## src/rtl/mem_access_controller_pkg.sv

```systemverilog
// Shared definitions for the MEM-stage access controller: load/store type codes,
// FSM state encoding, byte-enable masks and lane helpers.
package mem_access_controller_pkg;

  localparam logic [2:0] LS_B  = 3'b000;
  localparam logic [2:0] LS_H  = 3'b001;
  localparam logic [2:0] LS_W  = 3'b011;
  localparam logic [2:0] LS_BU = 3'b100;
  localparam logic [2:0] LS_HU = 3'b101;
  localparam logic [2:0] LS_WU = 3'b111;

  localparam logic [3:0] BE_BYTE = 4'b0001;
  localparam logic [3:0] BE_HALF = 4'b0011;
  localparam logic [3:0] BE_WORD = 4'b1111;

  typedef enum logic [1:0] {
    ST_IDLE = 2'd0,
    ST_BUSY = 2'd1,
    ST_DONE = 2'd2,
    ST_ERR  = 2'd3
  } state_e;

  typedef enum logic [1:0] {
    SZ_BYTE = 2'd0,
    SZ_HALF = 2'd1,
    SZ_WORD = 2'd2
  } size_e;

  // Unlisted type codes fall through to word accesses.
  function automatic size_e size_of(input logic [2:0] ls_type);
    case (ls_type)
      LS_B, LS_BU: return SZ_BYTE;
      LS_H, LS_HU: return SZ_HALF;
      LS_W, LS_WU: return SZ_WORD;
      default:     return SZ_WORD;
    endcase
  endfunction

  function automatic logic is_unsigned(input logic [2:0] ls_type);
    return (ls_type == LS_BU) || (ls_type == LS_HU);
  endfunction

  function automatic logic access_misaligned(input logic [2:0] ls_type,
                                             input logic [1:0] offset);
    case (size_of(ls_type))
      SZ_HALF: return offset[0];
      SZ_WORD: return |offset;
      default: return 1'b0;
    endcase
  endfunction

  function automatic logic [3:0] byte_enables(input logic [2:0] ls_type,
                                              input logic [1:0] offset);
    case (size_of(ls_type))
      SZ_BYTE: return BE_BYTE << offset;
      SZ_HALF: return BE_HALF << offset;
      default: return BE_WORD;
    endcase
  endfunction

  function automatic logic [31:0] replicate_wdata(input logic [2:0] ls_type,
                                                  input logic [31:0] wdata);
    case (size_of(ls_type))
      SZ_BYTE: return {4{wdata[7:0]}};
      SZ_HALF: return {2{wdata[15:0]}};
      default: return wdata;
    endcase
  endfunction

endpackage

```

## src/rtl/mem_access_controller_if.sv

```systemverilog
// Memory-side bus of the access controller; master = controller, slave = memory.
interface mem_access_controller_if;

  // Handshake: the master raises mem_req with mem_we/mem_addr/mem_be/mem_wdata
  // and holds all of them stable until the slave returns a single-cycle
  // mem_ack (with mem_rdata valid in that same cycle); mem_ack while mem_req
  // is low carries no meaning and is ignored.
  logic        mem_req;
  logic        mem_we;
  logic [31:0] mem_addr;
  logic [3:0]  mem_be;
  logic [31:0] mem_wdata;
  logic        mem_ack;
  logic [31:0] mem_rdata;

  modport master (
    output mem_req,
    output mem_we,
    output mem_addr,
    output mem_be,
    output mem_wdata,
    input  mem_ack,
    input  mem_rdata
  );

  modport slave (
    input  mem_req,
    input  mem_we,
    input  mem_addr,
    input  mem_be,
    input  mem_wdata,
    output mem_ack,
    output mem_rdata
  );

endinterface

```

## src/rtl/mem_access_controller_load_align_extend.sv

```systemverilog
// Combinational load alignment: shifts the returned word down to the addressed
// lane and sign/zero extends according to the load type.
module load_align_extend
  import mem_access_controller_pkg::*;
(
  input  logic [31:0] rdata,
  input  logic [1:0]  offset,
  input  logic [2:0]  ls_type,
  output logic [31:0] o_load
);

  logic [31:0] shifted;
  logic        fill;

  always_comb begin
    shifted = rdata >> {offset, 3'b000};
    fill    = 1'b0;
    o_load  = shifted;
    case (size_of(ls_type))
      SZ_BYTE: begin
        fill   = ~is_unsigned(ls_type) & shifted[7];
        o_load = {{24{fill}}, shifted[7:0]};
      end
      SZ_HALF: begin
        fill   = ~is_unsigned(ls_type) & shifted[15];
        o_load = {{16{fill}}, shifted[15:0]};
      end
      default: o_load = shifted;
    endcase
  end

endmodule

```

## src/rtl/mem_access_controller.sv

```systemverilog
// MEM-stage load/store controller: IDLE/BUSY/DONE/ERR handshake with memory,
// lane steering and load extension. Optional ack timeout: MEM_ACCESS_TIMEOUT_EN.
module mem_access_controller
  import mem_access_controller_pkg::*;
#(
  parameter int TIMEOUT_CYCLES = 16
) (
  input  logic                           i_clk,
  input  logic                           i_rst_n,
  input  logic                           i_mem_read,
  input  logic                           i_mem_write,
  input  logic [2:0]                     i_load_store_type,
  input  logic [31:0]                    i_addr,
  input  logic [31:0]                    i_wdata,
  mem_access_controller_if.master        mem,
  output logic                           o_stall,
  output logic                           o_valid,
  output logic [31:0]                    o_load,
  output logic                           o_misaligned,
  output state_e                         o_dbg_state
);

  if (TIMEOUT_CYCLES < 1) begin : g_bad_timeout
    $error("TIMEOUT_CYCLES must be at least 1");
  end

  state_e      state_q, state_d;
  logic        req_valid;
  logic        req_misaligned;
  logic        accept;
  logic        ack_in_busy;
  logic        timeout_hit;

  logic        we_q;
  logic [2:0]  type_q;
  logic [1:0]  off_q;
  logic [31:0] addr_q;
  logic [3:0]  be_q;
  logic [31:0] wdata_q;
  logic [31:0] load_q;
  logic [31:0] load_aligned;

  logic        stall_c, valid_c, misaligned_c, req_c;

  // A write wins when both strobes are high, so only the type decides alignment.
  assign req_valid      = i_mem_read | i_mem_write;
  assign req_misaligned = access_misaligned(i_load_store_type, i_addr[1:0]);
  assign accept         = (state_q == ST_IDLE) && req_valid && !req_misaligned;
  assign ack_in_busy    = (state_q == ST_BUSY) && mem.mem_ack;

`ifdef MEM_ACCESS_TIMEOUT_EN
  localparam int CNT_W = $clog2(TIMEOUT_CYCLES + 1);
  logic [CNT_W-1:0] wait_cnt_q;

  // Held at zero outside BUSY, so it restarts on every BUSY entry.
  always_ff @(posedge i_clk or negedge i_rst_n) begin
    if (!i_rst_n) begin
      wait_cnt_q <= '0;
    end else if (state_q != ST_BUSY) begin
      wait_cnt_q <= '0;
    end else begin
      wait_cnt_q <= wait_cnt_q + 1'b1;
    end
  end

  assign timeout_hit = (wait_cnt_q == CNT_W'(TIMEOUT_CYCLES - 1));
`else
  assign timeout_hit = 1'b0;
`endif

  always_ff @(posedge i_clk or negedge i_rst_n) begin
    if (!i_rst_n) begin
      state_q <= ST_IDLE;
    end else begin
      state_q <= state_d;
    end
  end

  always_comb begin
    state_d      = state_q;
    stall_c      = 1'b0;
    valid_c      = 1'b0;
    misaligned_c = 1'b0;
    req_c        = 1'b0;
    case (state_q)
      ST_IDLE: begin
        // Stall on any request so the pipeline still holds the instruction
        // when the rejection pulse arrives.
        if (req_valid) begin
          stall_c = 1'b1;
          state_d = req_misaligned ? ST_ERR : ST_BUSY;
        end
      end
      ST_BUSY: begin
        req_c   = 1'b1;
        stall_c = 1'b1;
        if (mem.mem_ack) begin
          state_d = ST_DONE;
        end else if (timeout_hit) begin
          state_d = ST_ERR;
        end
      end
      ST_DONE: begin
        valid_c = 1'b1;
        state_d = ST_IDLE;
      end
      ST_ERR: begin
        misaligned_c = 1'b1;
        state_d      = ST_IDLE;
      end
      default: state_d = ST_IDLE;
    endcase
  end

  // Reset also masks the request-driven stall path so every output is 0 at once.
  assign o_stall       = stall_c & i_rst_n;
  assign o_valid       = valid_c & i_rst_n;
  assign o_misaligned  = misaligned_c & i_rst_n;
  assign mem.mem_req   = req_c & i_rst_n;
  assign mem.mem_we    = req_c & we_q & i_rst_n;
  assign mem.mem_addr  = addr_q;
  assign mem.mem_be    = be_q;
  assign mem.mem_wdata = wdata_q;
  assign o_load        = load_q;
  assign o_dbg_state   = state_q;

  always_ff @(posedge i_clk or negedge i_rst_n) begin
    if (!i_rst_n) begin
      we_q    <= 1'b0;
      type_q  <= 3'b000;
      off_q   <= 2'b00;
      addr_q  <= '0;
      be_q    <= '0;
      wdata_q <= '0;
    end else if (accept) begin
      we_q    <= i_mem_write;
      type_q  <= i_load_store_type;
      off_q   <= i_addr[1:0];
      addr_q  <= {i_addr[31:2], 2'b00};
      be_q    <= byte_enables(i_load_store_type, i_addr[1:0]);
      wdata_q <= replicate_wdata(i_load_store_type, i_wdata);
    end
  end

  load_align_extend u_load_align_extend (
    .rdata   (mem.mem_rdata),
    .offset  (off_q),
    .ls_type (type_q),
    .o_load  (load_aligned)
  );

  // Only a completing load updates the result; stores leave it untouched.
  always_ff @(posedge i_clk or negedge i_rst_n) begin
    if (!i_rst_n) begin
      load_q <= '0;
    end else if (ack_in_busy && !we_q) begin
      load_q <= load_aligned;
    end
  end

endmodule

```

## src/flat_wrapper.sv

```systemverilog
// flat-port wrapper written by rule: the top's interface ports become plain ports
module mem_access_controller_flat import mem_access_controller_pkg::*;
#(
  parameter int TIMEOUT_CYCLES = 16
)
  (i_clk, i_rst_n, i_mem_read, i_mem_write, i_load_store_type, i_addr, i_wdata, o_stall, o_valid, o_load, o_misaligned, o_dbg_state, mem_mem_req, mem_mem_we, mem_mem_addr, mem_mem_be, mem_mem_wdata, mem_mem_ack, mem_mem_rdata);
  mem_access_controller_if mem_i ();
  input  logic i_clk;
  input  logic i_rst_n;
  input  logic i_mem_read;
  input  logic i_mem_write;
  input  logic [2:0] i_load_store_type;
  input  logic [31:0] i_addr;
  input  logic [31:0] i_wdata;
  output logic o_stall;
  output logic o_valid;
  output logic [31:0] o_load;
  output logic o_misaligned;
  output state_e o_dbg_state;
  output wire logic [$bits(mem_i.mem_req)-1:0] mem_mem_req;
  output wire logic [$bits(mem_i.mem_we)-1:0] mem_mem_we;
  output wire logic [$bits(mem_i.mem_addr)-1:0] mem_mem_addr;
  output wire logic [$bits(mem_i.mem_be)-1:0] mem_mem_be;
  output wire logic [$bits(mem_i.mem_wdata)-1:0] mem_mem_wdata;
  input wire logic [$bits(mem_i.mem_ack)-1:0] mem_mem_ack;
  input wire logic [$bits(mem_i.mem_rdata)-1:0] mem_mem_rdata;
  assign mem_mem_req = mem_i.mem_req;
  assign mem_mem_we = mem_i.mem_we;
  assign mem_mem_addr = mem_i.mem_addr;
  assign mem_mem_be = mem_i.mem_be;
  assign mem_mem_wdata = mem_i.mem_wdata;
  assign mem_i.mem_ack = mem_mem_ack;
  assign mem_i.mem_rdata = mem_mem_rdata;
  mem_access_controller #(.TIMEOUT_CYCLES(TIMEOUT_CYCLES)) u_core (.i_clk(i_clk), .i_rst_n(i_rst_n), .i_mem_read(i_mem_read), .i_mem_write(i_mem_write), .i_load_store_type(i_load_store_type), .i_addr(i_addr), .i_wdata(i_wdata), .mem(mem_i), .o_stall(o_stall), .o_valid(o_valid), .o_load(o_load), .o_misaligned(o_misaligned), .o_dbg_state(o_dbg_state));
endmodule
```

## config.mk

```make
export PLATFORM = sky130hd
export DESIGN_NAME = mem_access_controller_flat
export DESIGN_NICKNAME = d
export VERILOG_FILES = /design/src/rtl/mem_access_controller_pkg.sv /design/src/rtl/mem_access_controller_if.sv /design/src/rtl/mem_access_controller_load_align_extend.sv /design/src/rtl/mem_access_controller.sv /design/src/flat_wrapper.sv
export SDC_FILE = /design/constraint.sdc
export NUM_CORES = 1
export LEC_CHECK = 0
export ABC_AREA = 1
export ABC_CLOCK_PERIOD_IN_PS = 4150
export CAP_MARGIN = 20
export CORE_ASPECT_RATIO = 0.75
export CORE_UTILIZATION = 48
export CTS_CLUSTER_DIAMETER = 60
export DETAILED_ROUTE_END_ITERATION = 8
export PLACE_DENSITY_LB_ADDON = 0.15
export SYNTH_ARGS = -nofsm -noshare
export SYNTH_HDL_FRONTEND = slang
export SYNTH_HIERARCHICAL = 1
export SYNTH_SLANG_ARGS = --single-unit
```

## constraint.sdc

```tcl
create_clock -name i_clk -period 4.15 [get_ports i_clk]
set_input_delay 1.245 -clock i_clk [delete_from_list [all_inputs] [get_ports i_clk]]
set_output_delay 1.245 -clock i_clk [all_outputs]
set_load 0.01 [all_outputs]
```

## Word-level counts from Yosys, hierarchy flattened

Index checks and enable logic that the tools add are counted.
W data, S select, Z words.

- Equal/unequal tests: 15
- Shift operators: 3
- Multiplexer cells: 16
- Bitwise operators: 10
- Reductions and logical operators: 19

Operators by type and width:

| cell | number |
|---|---|
| $pmux W32 S2 | 2 |
| $shr A32 B5 Y32 | 1 |
| $eq A3 B3 Y1 const B | 4 |
| $reduce_or A2 Y1 | 6 |
| $and A1 B1 Y1 | 8 |
| $eq A2 B1 Y1 const B | 4 |
| $mux W2 | 4 |
| $pmux W2 S2 | 2 |
| $pmux W4 S2 | 1 |
| $eq A2 B2 Y1 const B | 3 |
| $eq A3 B1 Y1 const B | 2 |
| $logic_not A2 Y1 | 3 |
| $logic_not A3 Y1 | 2 |
| $pmux W2 S3 | 1 |
| $logic_and A1 B1 Y1 | 4 |
| $mux W1 | 4 |
| $pmux W1 S2 | 2 |
| $shl A1 B2 Y4 const A | 1 |
| $shl A2 B2 Y4 const A | 1 |
| $logic_not A1 Y1 | 2 |
| $ne A2 B1 Y1 const B | 1 |
| $ne A2 B2 Y1 const B | 1 |
| $reduce_and A2 Y1 | 1 |
| $logic_or A1 B1 Y1 | 1 |
| 2 further kinds | 2 |

- Flip-flop bits (word level): 106
- Input port bits: 104
- Output and inout bits: 107
- Word-level logic and storage cells: 71

## Longest topological paths before layout

- Depth in word-level cells: 10
- Depth in mapped cells: 10
- Mapped depth without buffers: 7

## By module

Netlist, hierarchy kept.

By module, submodules not included:

| module | times used | cells each | area each (um^2) | sequential area each (um^2) |
|---|---|---|---|---|
| mem_access_controller | 1 | 571 | 4670.7 | 2652.5 |
| load_align_extend | 1 | 171 | 843.3 | 0.0 |

## Least setup slack after synthesis

OpenSTA, ideal clock, no wires.

- Path type: input to output
- Start point: input port i_mem_write
- End point: output port o_stall
- Arrival: 1.781 ns
- Data required time: 2.905 ns
- Setup slack: 1.124 ns
- Stages on the path: 2
- Buffers on the path: 0
- Path through: o21ai_0 > a21oi_1

- Longest elaborated chain between the ends: 4

RTL lines:

| what | line | RTL |
|---|---|---|
| start, declared | flat_wrapper.sv:11 | `input logic i_mem_write;` |
| $or A1 B1 Y1 | mem_access_controller.sv:46 | `assign req_valid = i_mem_read \| i_mem_write;` |
| $mux W1 | mem_access_controller.sv:89 | `if (req_valid) begin` |
| $pmux W1 S2 | mem_access_controller.sv:85 | `case (state_q)` |
| $and A1 B1 Y1 | mem_access_controller.sv:116 | `assign o_stall = stall_c & i_rst_n;` |
| end, declared | flat_wrapper.sv:15 | `output logic o_stall;` |

Every way passes these cells.

## Final worst setup path

Ends and elaborated chain as after synthesis.

==> metrics <==
setup repair after global routing missed its margin=false; Critical Path RT=2.90 ns; first-pass GRT wire length=26.7 mm; Fin Setup TNS=0 ns; power per standard cell area=692 nW/um^2; Tcrit/Tclk final=0.921; hold_ws=0.471 ns; CP Cell Sequence=clkdlybuf4s50_1, o21ai_0, a21oi_1, clkdlybuf4s50_1; post-synthesis sequential area ratio=0.481; Hold Startpoint=u_core/o_load[19]$_DFFE_PN0P_; fmax=262 MHz; number of port buffers=208; initial antenna violation count=0; DRC violations left=0; clock transition at the registers of the reported paths=0.07 ns; yosys warns=6; crit-path max cell delay=0.55 ns; worst slew margin relative to its limit=0.434; Post-Route WL=16.8 mm; Gate Count Post-Synth=742; drt first-iter violations=506; CTS tree=yes; NetSw=2190 uW; Post-CTS Resized=0; maximum fanout along the worst path=3; Pwr Total=5430 uW; post-CTS setup buffers=0; share of layout cells above drive strength 1=0.0509; row count=33; first drt pass iteration count=5; CP endpoint kind=primary output; top cells by area, synth=dfrtp_1 (48%), nand2_1 (26%), nand3_1 (7.2%), nand4_1 (5.0%), buf_2 (2.4%); Final Util=0.709; fin. max-slew vios=0; Clk pwr share=0.150; sequential power share=0.336; Area Overhead vs Synth=42.4%; Clock Sinks=106; CP max stage cell=clkdlybuf4s50_1; sw frac=0.403; Startpoint Class=input port; fin nets=1025; Core Box Area=11100 um^2; GRT Util Overall=0.286; fin worst setup slack=0.326 ns; type of the setup path with the least slack=input port to primary output; Mapped Area=5510 um^2; Die W=126 um; Mean Syn Cell Area=7.43 um^2; dpl ws=0.334 ns; count of cell types in the netlist=26; Yosys top cell area share=0.481; Fin. Hold Viols=0; H-tree Lvls=3; maximum clock path buffer count=2; CP top delay family=buffers and inverters; CP arrival=2.58 ns; Slew @ Worst Pin=0.849 ns; worst vdd ir=0.447 mV; # IOs=211; Hold WC Path Type=flip-flop to flip-flop; WP buf/inv=2; antenna diode count=0; Final Wtd Congestion=0.881; root buffer cell=clkbuf_16; total grt overflow=0; Leak Pwr=0.00394 uW; die height=94.8 um; vias in the first global route=5178; most frequent CP cell=clkdlybuf4s50_1; clock skew=0.00593 ns; max-cap viol count=0; flops & latches, synth=106; internal power=3240 uW; HPWL Detailed=11.6 mm; area leader, netlist=dfrtp_1; endpoints failing setup=0; Initial Utilization=0.498; detailed-route via count=5658; Post-CTS Hold Buffers=0; power share of the combinational group=0.513; drt wl/cell=15.8 um; TritonCTS Buffers=9; CP startpoint=i_mem_write; Antenna Violating Nets Remaining=0; status=finished, final reports clean; Worst-Skew Late Latency=0.34 ns; vias per cell=5.32; Final min period=3.82 ns; pin count of the biggest net entering global routing=73; Worst R2R Start=u_core/off_q[0]$_DFFE_PN0P_; Die ar.=11900 um^2
==> per-layer routing <==
| layer | wire length, um | up-vias | track usage |
|---|---|---|---|
| met2 | 7460 | 279 | 0.425 |
| li1 | - | 2728 | - |
| met5 | 0 | - | 0 |
| met4 | 130 | 0 | 0.0572 |
| met1 | 7450 | 2641 | 0.410 |
| met3 | 1730 | 10 | 0.0912 |
==> kinds of logic after synthesis <==
logic type             after synthesis  synth area share
and+or+nand+nor                    541             0.425
DFF                                106             0.481
buffers and inverters               68            0.0681
AOI/OAI and AO/OA                   26            0.0256
other                                1          0.000680
==> cell type report <==
cell class	count	area, um^2
fillers	913	3220
flip-flops and latches	106	2650
multi-input cells	569	2500
repair buffers	218	2170
clock buffers	12	267
well taps	140	175
inverters	17	68.8
clock inverters	2	12.5
==> sequential cells by signal, indices dropped and copies added (netlist names) <==
signal / count
u_core/we_q: 1
u_core/o_dbg_state: 2
u_core/mem.mem_addr: 30
u_core/off_q: 2
u_core/mem.mem_be: 4
u_core/type_q: 3
u_core/mem.mem_wdata: 32
u_core/o_load: 32
==> final timing paths <==
| check | end | slack [ns] | cells after the start |
|---|---|---|---|
| worst max-delay path | o_stall | 0.33 | 4 |
| max in group asynchronous | u_core/mem.mem_addr[7]$_DFFE_PN0P_ | 1.92 | 3 |
| worst min-delay path | u_core/o_load[19]$_DFFE_PN0P_ | 0.47 | 2 |
| worst min register to register | u_core/o_load[19]$_DFFE_PN0P_ | 0.47 | 2 |
| min in group asynchronous | u_core/mem.mem_addr[27]$_DFFE_PN0P_ | 1.04 | 2 |
| worst max register to register | u_core/o_load[29]$_DFFE_PN0P_ | 1.83 | 7 |
==> worst reg2reg max path: stages (launching register included) <==
cell     delay, ns
dfrtp_1       0.89
inv_4         0.35
nand2_1       0.18
nand3_1       0.15
nand3_4       0.29
nand3_1       0.18
nand3_1       0.12
nand2_1       0.07
==> placed cells by master, fill, tap and decap left out, drive strengths merged <==
master / Yosys / final
inv: 16 / 16
clkinv: 1 / 2
and2: 1 / 1
clkdlybuf4s50: 0 / 207
nor3: 3 / 3
clkbuf: 12 / 12
o21ai: 9 / 9
nand4: 44 / 44
nor2: 19 / 19
clkinvlp: 0 / 1
conb: 1 / 2
nand3: 85 / 85
nand2: 389 / 389
a21oi: 17 / 17
buf: 39 / 11
dfrtp: 106 / 106
==> Yosys cell counts <==
cell,number
o21ai_4,1
buf_2,26
buf_8,1
clkbuf_1,12
nor2_2,3
nor2_1,14
o21ai_0,8
inv_4,2
conb_1,1
and2_1,1
nand2_4,1
a21oi_1,17
nand2_2,2
buf_4,5
inv_1,10
nand2_1,386
buf_6,7
nand3_4,3
nor3_1,3
inv_2,4
nand4_1,44
nand3_2,3
nor2_4,2
clkinv_1,1
dfrtp_1,106
nand3_1,79
==> power groups by stage <==
stage               logic [uW]  registers, uW  clock network (uW)
finish                    2790           1830                 816
global route              3060           1880                 877
CTS                       2770           1830                 836
detailed placement        2750           1830                   0
global placement          2700           1810                   0
floorplan                 1350           1950                   0
==> per-stage QoR <==
stage | cells | cell area [um^2]
after floorplan | 743 | 5520
after global placement | 1049 | 7540
after detailed placement | 1049 | 7540
after CTS | 1063 | 7820
after global routing | 1064 | 7850
final | 1064 | 7850
(Power assumes the default switching activity.)
==> variant (config.mk and constraints unchanged) <==
Build with the macro `MEM_ACCESS_TIMEOUT_EN` defined.
--- a/src/rtl/mem_access_controller.sv
+++ b/src/rtl/mem_access_controller.sv
@@ -1,4 +1,6 @@
 // MEM-stage load/store controller: IDLE/BUSY/DONE/ERR handshake with memory,
 // lane steering and load extension. Optional ack timeout: MEM_ACCESS_TIMEOUT_EN.
+`define MEM_ACCESS_TIMEOUT_EN
+
 module mem_access_controller
   import mem_access_controller_pkg::*;
Formal check against the unedited RTL: same outputs for any inputs over 4 cycles, from zero or initial values and one cycle with i_rst_n low; that may be too few to reach the edited logic, so the function may still have changed.
==> variant against the unedited design <==
Cell area increased by 4.0%. Sequential cell count increased by 5. Routed wire length increased by 3.2%. Total power increased by 4.5%. Critical path depth increased by 2. Non-clock buffer count unchanged. Final cell count increased by 4.7%. Worst setup slack got worse by 23 ps. Global-route usage decreased by 0.12 points. Area after synthesis increased by 3.9%. Critical path type unchanged. Hold slack got worse by 0.65 ps.
==> variant: results (changes against the unedited design) <==
[status]
run_status=finished, final reports clean

[clocking]
clk_path_buf_depth=2  ; unchanged
cts.htree.levels=3  ; unchanged
post_cts.resized_instances=0  ; unchanged

[power_and_ir_drop]
ir_drop_mv=0.526  ; +18%
static-leakage-power_nw=4.08  ; +3.5%

[synth]
yosysSeqAreaShare_pct=48.5  ; +0.38 points
postSynth.topFlopCell=dfrtp_1
post_synth_inst_count=768  ; +3.5%
most_common_library_cells_after_synthesis=nand2_1 (389), dfrtp_1 (111), nand3_1 (78)
synth-compound-area-share_pct=2.56  ; -0.0090 points
post_synth_num_cell_types=28  ; +7.7%
yosys.area_share.adder_pct=0.437  ; +0.44 points
synth.area.top_cells=dfrtp_1 (48%), nand2_1 (25%), nand3_1 (6.8%)

[finish]
final_area_um2=8170  ; +4.0%
drive_above_1_share_pct=5.36  ; +0.28 points
nets=1052  ; +2.6%

[timing]
worst_pin_slew_ps=855  ; +6.11 ps
finClkSkew_ps=5.42  ; -0.512 ps

[global_routing]
maximum_number_of_pins_on_one_net_before_global_route_repair=69  ; -5.5%
grt_pass1_wl_mm=27.8  ; +4.0%
grt_pass1_vias=5580  ; +7.8%
grt_use_total_pct=28.5  ; -0.12 points

[worst_hold_path]
whs_path_depth=2  ; unchanged
min_path_type=reg2reg

[setup_path]
crit_path_max_incr_delay_ps=540
arrival_time_at_the_worst_endpoint_ps=2600  ; +20 ps
cp_max_fo=3  ; unchanged

[placement]
finalWeightedCongestion=0.917  ; +4.1%
placedInstanceArea_um2=7810  ; +3.5%
dp_slack_ps=297  ; -36.8 ps
place.detailed.hpwl_mm=12.2  ; +4.7%

[route]
wirelength_met1_mm=7.31  ; -1.9%
wl_met3_mm=1.83  ; +5.9%
drt-initial-drc-count=430  ; -15%
total_via_count_after_detailed_routing=5893  ; +4.2%
vias_per_instance=5.29  ; -0.52%
route.met2.wl_mm=7.98  ; +6.9%
drt-wirelength-per-cell_um=15.5  ; -1.5%

## variant: changes by cell type after synthesis, moves of 2 or more
cell      before  now
buf_1          0    2
buf_2         26   21
clkbuf_1      12   17
dfrtp_1      106  111
ha_1           0    2
inv_1         10   13
nand2_1      386  389
nand3_2        3    5
nor2_1        14   28
## variant: report_power, final
group / internal (mW) / switching [mW] / leakage (nW)
Clock: 0.548 / 0.408 / 0.151
Combinational: 1.31 / 1.51 / 2.52
Sequential: 1.55 / 0.339 / 1.40
## variant: final timing paths
kind	start	endpoint	slack [ps]
worst min-delay path	u_core/o_load[22]$_DFFE_PN0P_	u_core/o_load[22]$_DFFE_PN0P_	470
max in group asynchronous	i_rst_n	u_core/o_load[6]$_DFFE_PN0P_	1900
worst max register to register	u_core/off_q[0]$_DFFE_PN0P_	u_core/o_load[20]$_DFFE_PN0P_	1840
min in group asynchronous	i_rst_n	u_core/wait_cnt_q[4]$_DFF_PN0_	990
worst max-delay path	i_mem_write	o_stall	300
worst min register to register	u_core/o_load[22]$_DFFE_PN0P_	u_core/o_load[22]$_DFFE_PN0P_	470
## variant: area by class of cell
cell class	instances	share of cell area, %
diodes	1	0.0306
multi-input cells	587	31.7
repair buffers	218	26.8
flip-flops and latches	111	34.0
inverters	19	0.934
well taps	162	2.48
clock buffers	10	2.93
clock inverters	6	1.12
## variant: routing by layer
metal | GRT usage [%] | vias to the layer above
met5 | 0 | -
met4 | 7.42 | 0
met3 | 8.13 | 23
met2 | 43.5 | 305
met1 | 39.8 | 2753
li1 | - | 2812
## variant: worst max-delay path, delay by kind of cell
family | cells | cell delay, ps
buf+inv | 2 | 1030
simple gates | 4 | 330
